===== src/rtl/uart_rx_param_if.sv =====
// Receive-side bundle between the serial line / baud tick source and uart_rx_param.
// The master drives the line and the oversampling tick; the slave (receiver) returns frames.
interface uart_rx_param_if #(
  parameter int unsigned DBIT = 8
);
  logic            rx;
  logic            s_tick;
  logic            rx_done_tick;
  logic [DBIT-1:0] dout;
  logic            framing_err;
  logic            parity_err;

  modport master (
    output rx, s_tick,
    input  rx_done_tick, dout, framing_err, parity_err
  );

  modport slave (
    input  rx, s_tick,
    output rx_done_tick, dout, framing_err, parity_err
  );
endinterface


===== src/rtl/uart_rx_param.sv =====
// Parametrised oversampling UART receiver with input synchroniser, false-start rejection and
// framing check; define UART_RX_PARITY_EN to compile in the parity bit stage and parity_err flag.
module uart_rx_param #(
  parameter int unsigned DBIT       = 8,
  parameter int unsigned OVS        = 16,
  parameter int unsigned SB_TICK    = 16,
  parameter bit          PARITY_ODD = 1'b0
) (
  input  logic           clk,
  input  logic           reset,
  uart_rx_param_if.slave bus
);

  localparam int unsigned SMAX = (OVS > SB_TICK) ? OVS : SB_TICK;
  localparam int unsigned SW   = $clog2(SMAX);
  localparam int unsigned NW   = $clog2(DBIT);

  localparam logic [SW-1:0] TICK_MID  = SW'(OVS / 2 - 1);
  localparam logic [SW-1:0] TICK_BIT  = SW'(OVS - 1);
  localparam logic [SW-1:0] TICK_STOP = SW'(SB_TICK - 1);
  localparam logic [NW-1:0] N_LAST    = NW'(DBIT - 1);

  localparam logic [2:0] S_IDLE   = 3'd0;
  localparam logic [2:0] S_START  = 3'd1;
  localparam logic [2:0] S_DATA   = 3'd2;
  localparam logic [2:0] S_PARITY = 3'd3;
  localparam logic [2:0] S_STOP   = 3'd4;
  localparam logic [2:0] S_FINISH = 3'd5;

`ifdef UART_RX_PARITY_EN
  localparam logic [2:0] S_AFTER_DATA = S_PARITY;
`else
  localparam logic [2:0] S_AFTER_DATA = S_STOP;
  // Odd/even selection has no effect without the parity stage.
  localparam bit PERR_TIE = PARITY_ODD & 1'b0;
`endif

  logic            rx_meta_q, rx_s_q;
  logic [2:0]      state_q, state_d;
  logic [SW-1:0]   s_q, s_d;
  logic [NW-1:0]   n_q, n_d;
  logic [DBIT-1:0] b_q, b_d;
  logic            armed_q, armed_d;
  logic            done_q, done_d;
  logic [DBIT-1:0] dout_q, dout_d;
  logic            ferr_q, ferr_d;
`ifdef UART_RX_PARITY_EN
  logic            p_q, p_d;
  logic            perr_q, perr_d;
`endif

  logic tick;
  assign tick = bus.s_tick;

  // Two-flop synchroniser; idle-high reset value avoids a spurious start after reset.
  always_ff @(posedge clk or posedge reset) begin
    if (reset) begin
      rx_meta_q <= 1'b1;
      rx_s_q    <= 1'b1;
    end else begin
      rx_meta_q <= bus.rx;
      rx_s_q    <= rx_meta_q;
    end
  end

  always_ff @(posedge clk or posedge reset) begin
    if (reset) begin
      state_q <= S_IDLE;
      s_q     <= '0;
      n_q     <= '0;
      b_q     <= '0;
      armed_q <= 1'b1;
      done_q  <= 1'b0;
      dout_q  <= '0;
      ferr_q  <= 1'b0;
`ifdef UART_RX_PARITY_EN
      p_q     <= 1'b0;
      perr_q  <= 1'b0;
`endif
    end else begin
      state_q <= state_d;
      s_q     <= s_d;
      n_q     <= n_d;
      b_q     <= b_d;
      armed_q <= armed_d;
      done_q  <= done_d;
      dout_q  <= dout_d;
      ferr_q  <= ferr_d;
`ifdef UART_RX_PARITY_EN
      p_q     <= p_d;
      perr_q  <= perr_d;
`endif
    end
  end

  // Frame sequencing; results are loaded on the final stop tick so they are visible during FINISH.
  always_comb begin
    state_d = state_q;
    s_d     = s_q;
    n_d     = n_q;
    b_d     = b_q;
    armed_d = armed_q;
    done_d  = 1'b0;
    dout_d  = dout_q;
    ferr_d  = ferr_q;
`ifdef UART_RX_PARITY_EN
    p_d     = p_q;
    perr_d  = perr_q;
`endif

    unique case (state_q)
      S_IDLE: begin
        s_d = '0;
        // After a break the line must be seen high before a new start is accepted.
        if (rx_s_q) begin
          armed_d = 1'b1;
        end else if (armed_q) begin
          state_d = S_START;
        end
      end

      S_START: begin
        if (tick) begin
          if (s_q == TICK_MID) begin
            s_d = '0;
            if (rx_s_q) begin
              state_d = S_IDLE;
            end else begin
              n_d     = '0;
              state_d = S_DATA;
            end
          end else begin
            s_d = s_q + SW'(1);
          end
        end
      end

      S_DATA: begin
        if (tick) begin
          if (s_q == TICK_BIT) begin
            s_d = '0;
            b_d = {rx_s_q, b_q[DBIT-1:1]};
            if (n_q == N_LAST) begin
              state_d = S_AFTER_DATA;
            end else begin
              n_d = n_q + NW'(1);
            end
          end else begin
            s_d = s_q + SW'(1);
          end
        end
      end

`ifdef UART_RX_PARITY_EN
      S_PARITY: begin
        if (tick) begin
          if (s_q == TICK_BIT) begin
            s_d     = '0;
            p_d     = rx_s_q;
            state_d = S_STOP;
          end else begin
            s_d = s_q + SW'(1);
          end
        end
      end
`endif

      S_STOP: begin
        if (tick) begin
          if (s_q == TICK_STOP) begin
            s_d     = '0;
            state_d = S_FINISH;
            done_d  = 1'b1;
            dout_d  = b_q;
            ferr_d  = ~rx_s_q;
            armed_d = rx_s_q;
`ifdef UART_RX_PARITY_EN
            perr_d  = ((^b_q) ^ p_q) != PARITY_ODD;
`endif
          end else begin
            s_d = s_q + SW'(1);
          end
        end
      end

      S_FINISH: state_d = S_IDLE;

      default: state_d = S_IDLE;
    endcase
  end

  assign bus.rx_done_tick = done_q;
  assign bus.dout         = dout_q;
  assign bus.framing_err  = ferr_q;
`ifdef UART_RX_PARITY_EN
  assign bus.parity_err   = perr_q;
`else
  assign bus.parity_err   = PERR_TIE;
`endif

endmodule


===== src/flat_wrapper.sv =====
// flat-port wrapper written by rule: the top's interface ports become plain ports
module uart_rx_param_flat 
#(
  parameter int unsigned DBIT       = 8,
  parameter int unsigned OVS        = 16,
  parameter int unsigned SB_TICK    = 16,
  parameter bit          PARITY_ODD = 1'b0
)
  (clk, reset, bus_rx, bus_s_tick, bus_rx_done_tick, bus_dout, bus_framing_err, bus_parity_err);
  uart_rx_param_if #(.DBIT(DBIT)) bus_i ();
  input  logic clk;
  input  logic reset;
  input wire logic [$bits(bus_i.rx)-1:0] bus_rx;
  input wire logic [$bits(bus_i.s_tick)-1:0] bus_s_tick;
  output wire logic [$bits(bus_i.rx_done_tick)-1:0] bus_rx_done_tick;
  output wire logic [$bits(bus_i.dout)-1:0] bus_dout;
  output wire logic [$bits(bus_i.framing_err)-1:0] bus_framing_err;
  output wire logic [$bits(bus_i.parity_err)-1:0] bus_parity_err;
  assign bus_i.rx = bus_rx;
  assign bus_i.s_tick = bus_s_tick;
  assign bus_rx_done_tick = bus_i.rx_done_tick;
  assign bus_dout = bus_i.dout;
  assign bus_framing_err = bus_i.framing_err;
  assign bus_parity_err = bus_i.parity_err;
  uart_rx_param #(.DBIT(DBIT), .OVS(OVS), .SB_TICK(SB_TICK), .PARITY_ODD(PARITY_ODD)) u_core (.clk(clk), .reset(reset), .bus(bus_i));
endmodule

===== config.mk =====
export PLATFORM = sky130hd
export DESIGN_NAME = uart_rx_param_flat
export DESIGN_NICKNAME = d
export VERILOG_FILES = /design/src/rtl/uart_rx_param_if.sv /design/src/rtl/uart_rx_param.sv /design/src/flat_wrapper.sv
export SDC_FILE = /design/constraint.sdc
export NUM_CORES = 1
export LEC_CHECK = 0
export BUFFER_PORTS_ARGS = -buffer_cell sky130_fd_sc_hd__buf_2
export CAP_MARGIN = 0
export CORE_ASPECT_RATIO = 1.1
export CORE_UTILIZATION = 40
export DETAILED_ROUTE_END_ITERATION = 10
export MAX_ROUTING_LAYER = met4
export PLACE_DENSITY = 0.62
export SLEW_MARGIN = 20
export SYNTH_ARGS = -nofsm -noshare
export SYNTH_HDL_FRONTEND = slang
export SYNTH_SLANG_ARGS = --single-unit

===== constraint.sdc =====
create_clock -name clk -period 1.95 [get_ports clk]
set_input_delay 0.4875 -clock clk [delete_from_list [all_inputs] [get_ports clk]]
set_output_delay 0.4875 -clock clk [all_outputs]
set_load 0.01 [all_outputs]

==> results of run 1 <==
==> cell usage in the layout (no fill, tap or decap), types with 2 or more instances in the layout <==
master	n
dfrtp_1	28
dfstp_2	3
nand2b_1	5
mux2_4	3
mux2_1	7
and3_1	2
o21ai_0	2
inv_1	4
and2_1	2
clkbuf_8	7
ha_1	3
a21oi_1	4
a211oi_1	3
o22ai_1	2
nor2_1	8
nand3_1	6
mux2_2	9
mux2i_1	2
buf_2	13
nand2_1	4
buf_4	8
==> metrics by stage <==
step | setup WS (ns) | util (%) | power (mW) | hold WS, ns | instances
floorplan | 0.129 | - | 1.05 | 0.345 | 127
global placement | 0.0873 | 45.3 | 1.12 | 0.346 | 190
detailed placement | 0.0450 | 45.3 | 1.14 | 0.347 | 190
CTS | 0.0114 | 48.1 | 1.70 | 0.288 | 198
global route | 0.00579 | 48.7 | 1.78 | 0.299 | 199
finish | 0.0747 | 48.7 | 1.69 | 0.272 | 199
==> per-layer routing <==
layer	up-vias	wire, µm
li1	491	-
met1	517	1170
met4	0	13
met5	-	0
met2	13	1430
met3	2	58
==> flip-flops by register name, indices dropped and copies added (netlist names) <==
register	cells
u_core.bus.dout	8
u_core.s_q	4
u_core.rx_meta_q	1
u_core.n_q	3
u_core.armed_q	1
u_core.bus.framing_err	1
u_core.state_q	3
u_core.bus.rx_done_tick	1
u_core.rx_s_q	1
u_core.b_q	8
==> worst max-delay path by stage <==
stage / to / depth (start not counted)
2_1_floorplan: u_core.n_q[0]$_DFFE_PP0P_ / 6
3_3_place_gp: u_core.n_q[1]$_DFFE_PP0P_ / 6
3_5_place_dp: u_core.n_q[1]$_DFFE_PP0P_ / 6
4_1_cts: u_core.n_q[1]$_DFFE_PP0P_ / 6
5_1_grt: u_core.n_q[1]$_DFFE_PP0P_ / 6
6_report: u_core.n_q[1]$_DFFE_PP0P_ / 6
==> kinds of logic (layout without fill, tap and decap cells) <==
group | after synthesis | after routing | synth area share, %
simple gates | 39 | 39 | 14.6
fa+ha+maj | 5 | 5 | 3.91
xor+xnor | 1 | 1 | 0.582
other cells | 1 | 1 | 0.249
buf+inv | 11 | 33 | 3.83
mux | 21 | 21 | 15.6
flops | 31 | 31 | 51.8
compound gates | 18 | 18 | 9.40
==> power breakdown <==
| group | switching [mW] | leakage (nW) | internal [mW] |
|---|---|---|---|
| Combinational | 0.201 | 0.436 | 0.169 |
| Clock | 0.232 | 0.0505 | 0.321 |
| Sequential | 0.0677 | 0.407 | 0.697 |
| Total | 0.501 | 0.894 | 1.19 |
==> layout make-up <==
cell class,instances,area [µm²],share of cell area [%]
clock inverter,1,7.51,0.425
clock buffer,7,96.3,5.45
timing repair buffer,21,125,7.08
multi-input combinational,85,681,38.5
sequential,31,779,44.1
inverter,4,15.0,0.850
tap,50,62.6,3.54
==> worst max-delay path: cells and delay by family (launching register included) <==
kind            cells  cell delay [ns]
mux                 1             0.33
compound gates      1             0.33
simple gates        2             0.34
fa+ha+maj           2             0.38
flops               1             0.38
==> what timing repair did <==
item	in CTS	in global routing
gates resized for setup	0	4
endpoints found under the setup margin	0	3
buffers inserted	0	1
==> metrics.md, run 1 <==
| Metric | Value |
|---|---|
| Fillers | `354` |
| Clock skew | `0.00785 ns` |
| Die height | `66.3 µm` |
| Detail Route Antenna Nets | `0` |
| First-pass GRT wire length | `4620 µm` |
| IO Pins | `15` |
| Critical Path RT | `2.11 ns` |
| Crit start category | `flop` |
| GRT busiest layer | `met2` |
| Fmax achieved | `0.533 GHz` |
| WS Path Type | `flop to flop` |
| Cell count after synthesis | `127` |
| Crit. Startpoint | `u_core.n_q[0]$_DFFE_PP0P_` |
| Post-synth EDFFs | `0` |
| Worst Reg-to-Reg Cells | `6` |
| Root Driver | `clkbuf_8` |
| Period minus WS final | `1.88 ns` |
| Max-slew violations | `0` |
| Final hold viol count | `0` |
| Cell taking the most area after synthesis | `dfrtp_1` |
| Post-Place Cell Area | `1640 µm²` |
| GRT met1 Usage | `18.4%` |
| Num CTS Buffers | `5` |
| Max_cap viols | `0` |
| Bufs on Longest Clock Path | `2` |
| Area grow syn2layout | `17.5%` |
| Fin Setup TNS | `0 ns` |
| Most common cell in the netlist | `dfrtp_1` |
| Worst path most repeated cell | `ha_1` |
| Pin count of the biggest net entering global routing | `32` |
| Pwr/cell area | `955 nW/µm²` |
| Max H-tree Level | `2` |
| Congestion Overflow GR | `0` |
| M2 GR Usage | `27.3%` |
| Outcome | `completed` |
| Yosys reg bits | `31` |
| Layout cells sized above 1 | `34.2%` |
| RSZ-0062 raised after global routing | `no` |
| Most frequent cells after synthesis | `dfrtp_1 (28), mux2_1 (10), mux2_2 (9), nor2_1 (8), nand3_1 (6)` |
| Initial Util | `41.5%` |
| Crit path arrival time | `2.03 ns` |
| Top cells by area, synth | `dfrtp_1 (47%), mux2_1 (7.5%), mux2_2 (6.7%)` |
| Design area | `1770 µm²` |
| Crit-path max cell delay | `0.38 ns` |
| CTS tree | `done` |
| R2R Path End | `u_core.n_q[1]$_DFFE_PP0P_` |
| Number of diodes | `0` |
| Post-CTS Hold Buffers | `0` |
| Number of global-route vias before repair | `1029` |
| Vias after detailed routing | `1023` |
| GRT Overall Usage | `16.2%` |
| Fin crit share | `96.2%` |
| Worst path cell trace | `ha_1, ha_1, and4bb_1, nand2_2, a221oi_4, mux2_4` |
| TritonRoute pass-1 iters | `5` |
| Rows | `23` |
| Avg Cell Area, Syn | `11.8 µm²` |
| IO Port Bufs | `13` |
| Distinct cells, synth | `41` |
| Final Setup Violations | `0` |
| Clk Latency, worst-skew pair | `0.28 ns` |
| Maximum vdd drop | `591 µV` |
| DRC Markers | `0` |
| Syn Std Cell Area | `1500 µm²` |
| Fin nets | `155` |
| CTS Sinks | `31` |
| Synth top area share | `46.6%` |
| Top FF cell, synth | `dfrtp_1` |
| Met3 usage | `3.52%` |
| Hpwl dp | `1850 µm` |
| Clock-pin slew on the worst setup and hold paths | `0.07 ns` |
| DR WL/cell | `13.4 µm` |
| Synthesis Warnings | `0` |
| Leakage power | `0.894 nW` |
| Initial DRC Count | `9` |
| Critical path endpoint category | `flop` |
| Critical path peak fanout | `3` |
| Ys async rst share | `100%` |
| Crit-path slowest cell | `dfrtp_1` |
| Core area | `3630 µm²` |
| Via/cell ratio | `5.14` |
| Critical R2R Launch | `u_core.n_q[0]$_DFFE_PP0P_` |
| Initial antenna violation count | `0` |
| Die X | `60.5 µm` |
| Post-Route WL | `2670 µm` |
| Reg2Reg Setup Slack | `0.07 ns` |
| Die area | `4010 µm²` |
| GP Congestion | `0.765` |
| Worst min path class | `input pin to asynchronous set/reset pin` |
| Register area share after synthesis | `51.8%` |
| Syn Nets | `134` |
Power figures use the tool's default switching activity.
==> run 2: changes to the inputs <==
PLACE_DENSITY = default   (was 0.62)
PLACE_DENSITY_LB_ADDON = 0.08   (was default)
==> metrics.md, run 2 (synthesis results as in run 1) <==
| Metric | Value |
|---|---|
| Vias after detailed routing | `1010 (-1.3%)` |
| DR WL/cell | `13.6 µm (+1.1%)` |
| Layout cells sized above 1 | `34.2% (unchanged)` |
| Fmax achieved | `0.532 GHz (-0.24%)` |
| Critical path depth | `6 (unchanged)` |
| Initial antenna violation count | `0 (unchanged)` |
| Worst Reg-to-Reg Cells | `6 (unchanged)` |
| Clock skew | `0.00442 ns (-0.00343 ns)` |
| Critical Path RT | `2.11 ns (about the same)` |
| Design area | `1750 µm² (-0.92%)` |
| Detail Route Antenna Nets | `0 (unchanged)` |
| Final Setup Violations | `0 (unchanged)` |
| Clk Latency, worst-skew pair | `0.28 ns (about the same)` |
| Final hold viol count | `0 (unchanged)` |
| Crit. Startpoint | `u_core.n_q[0]$_DFFE_PP0P_` |
| Worst min path class | `input pin to asynchronous set/reset pin` |
| Post-Route WL | `2700 µm (+1.1%)` |
| DRC Markers | `0 (unchanged)` |
| Via/cell ratio | `5.08 (-1.3%)` |
| Congestion Overflow GR | `0 (unchanged)` |
| Worst path cell trace | `ha_2, ha_1, and4bb_1, nand2_2, a221oi_4, mux2_4` |
| Maximum vdd drop | `472 µV (-20%)` |
| RSZ-0062 raised after global routing | `no` |
| Die area | `4010 µm² (unchanged)` |
| Number of diodes | `0 (unchanged)` |
| WS Path Type | `flop to flop` |
| Bufs on Longest Clock Path | `2 (unchanged)` |
| Crit-path max cell delay | `0.40 ns (+0.02 ns)` |
| Pwr/cell area | `920 nW/µm² (-3.7%)` |
| Crit-path slowest cell | `dfrtp_1` |
| Die X | `60.5 µm (unchanged)` |
| Max-slew violations | `0 (unchanged)` |
| Num CTS Buffers | `5 (unchanged)` |
| Critical path endpoint category | `flop` |
| CP top delay family | `flip-flops` |
| Initial Util | `41.5% (unchanged)` |
| Critical R2R Launch | `u_core.n_q[0]$_DFFE_PP0P_` |
| Max_cap viols | `0 (unchanged)` |
| GP Congestion | `0.730 (-4.5%)` |
| First-pass GRT wire length | `4650 µm (+0.58%)` |
| Clock-pin slew on the worst setup and hold paths | `0.07 ns (about the same)` |
| Area grow syn2layout | `16.4%` |
| Die height | `66.3 µm (unchanged)` |
| Commonest non-fill, non-tap cell in the layout | `dfrtp_1` |
| Buf/Inv on CP | `0 (unchanged)` |
| Period minus WS final | `1.88 ns (+0.00451 ns)` |
| Post-CTS Hold Buffers | `0 (unchanged)` |
| Fin nets | `155 (unchanged)` |
| Critical path peak fanout | `3 (unchanged)` |
| TritonRoute pass-1 iters | `4 (-1)` |
| Initial DRC Count | `42 (+33)` |
| Rows | `23 (unchanged)` |
| Core area | `3630 µm² (unchanged)` |
| Leakage power | `0.883 nW (-1.2%)` |
| GRT Overall Usage | `16.5% (+0.29 points)` |
| Number of global-route vias before repair | `1036 (+0.68%)` |
| Crit path arrival time | `2.04 ns (about the same)` |
| Hpwl dp | `1900 µm (+2.8%)` |
| CTS Sinks | `31 (unchanged)` |
| Most frequent cells in the layout | `dfrtp_1 (28), buf_2 (13), mux2_2 (9)` |
| Max H-tree Level | `2 (unchanged)` |
| Root Driver | `clkbuf_8` |
| Outcome | `completed` |
| IO Pins | `15 (unchanged)` |
| CTS tree | `done` |
| IO Port Bufs | `13 (unchanged)` |
| Fin Setup TNS | `0 ns (unchanged)` |
| Pin count of the biggest net entering global routing | `32 (unchanged)` |
| Fin crit share | `96.4% (+0.23 points)` |
| Post-Place Cell Area | `1630 µm² (-0.46%)` |
| Fillers | `370 (+4.5%)` |
| Crit start category | `flop` |
[run 2: changes by cell type in the layout (fill, tap and decap cells not counted), sizes merged]
cell and change:
clkbuf -1, clkinv +1
[run 2: tightest hold or removal path, delay by kind of cell]
kind                   cells  cell delay (ns)
buffers and inverters      3             0.50
[run 2: through the flow]
| step | hold slack [ns] | cells | total power, mW | setup slack, ns | utilization, % |
|---|---|---|---|---|---|
| 2_1_floorplan | 0.345 | 127 | 1.05 | 0.129 | - |
| 3_3_place_gp | 0.347 | 189 | 1.13 | 0.0802 | 45.1 |
| 3_5_place_dp | 0.351 | 189 | 1.14 | 0.0315 | 45.1 |
| 4_1_cts | 0.294 | 197 | 1.63 | 0.0222 | 47.4 |
| 5_1_grt | 0.296 | 199 | 1.72 | 0.0115 | 48.3 |
| 6_report | 0.285 | 199 | 1.61 | 0.0702 | 48.3 |
[run 2: final timing paths]
check	endpoint	slack, ns
worst max-delay path	u_core.n_q[0]$_DFFE_PP0P_	0.07
worst min-delay path	u_core.bus.dout[3]$_DFFE_PP0P_	0.28
min in group clk	u_core.rx_meta_q$_DFF_PP1_	0.31
worst min register to register	u_core.rx_s_q$_DFF_PP1_	0.36
worst max register to register	u_core.n_q[0]$_DFFE_PP0P_	0.07
max in group asynchronous	u_core.rx_s_q$_DFF_PP1_	1.34
[run 2: routing by layer]
metal  global-route usage (%)  vias up  routed length (µm)
li1                         -      487                   -
met1                     18.6      506                1220
met5                        -        -                   0
met3                     4.70        5                  73
met4                     7.67        0                  53
met2                     26.6       12                1360
[run 2: report_power, final]
part | leakage, nW | internal, mW | switching, mW
clock | 0.0412 | 0.249 | 0.232
combinational | 0.434 | 0.169 | 0.194
sequential | 0.407 | 0.697 | 0.0692
total | 0.883 | 1.11 | 0.495
[run 2: area by class of cell]
cell class | instances | area [µm²] | share of cell area, %
Timing Repair Buffer | 21 | 125 | 7.15
Sequential cell | 31 | 779 | 44.5
Clock inverter | 2 | 12.5 | 0.715
Inverter | 4 | 15.0 | 0.858
Tap cell | 50 | 62.6 | 3.57
Multi-Input combinational cell | 85 | 683 | 39.0
Clock buffer | 6 | 72.6 | 4.15
[run 2: repair_timing]
action                     in CTS  in global routing
setup endpoints to repair       0                  3
buffers inserted                0                  2
gates resized for setup         0                  5
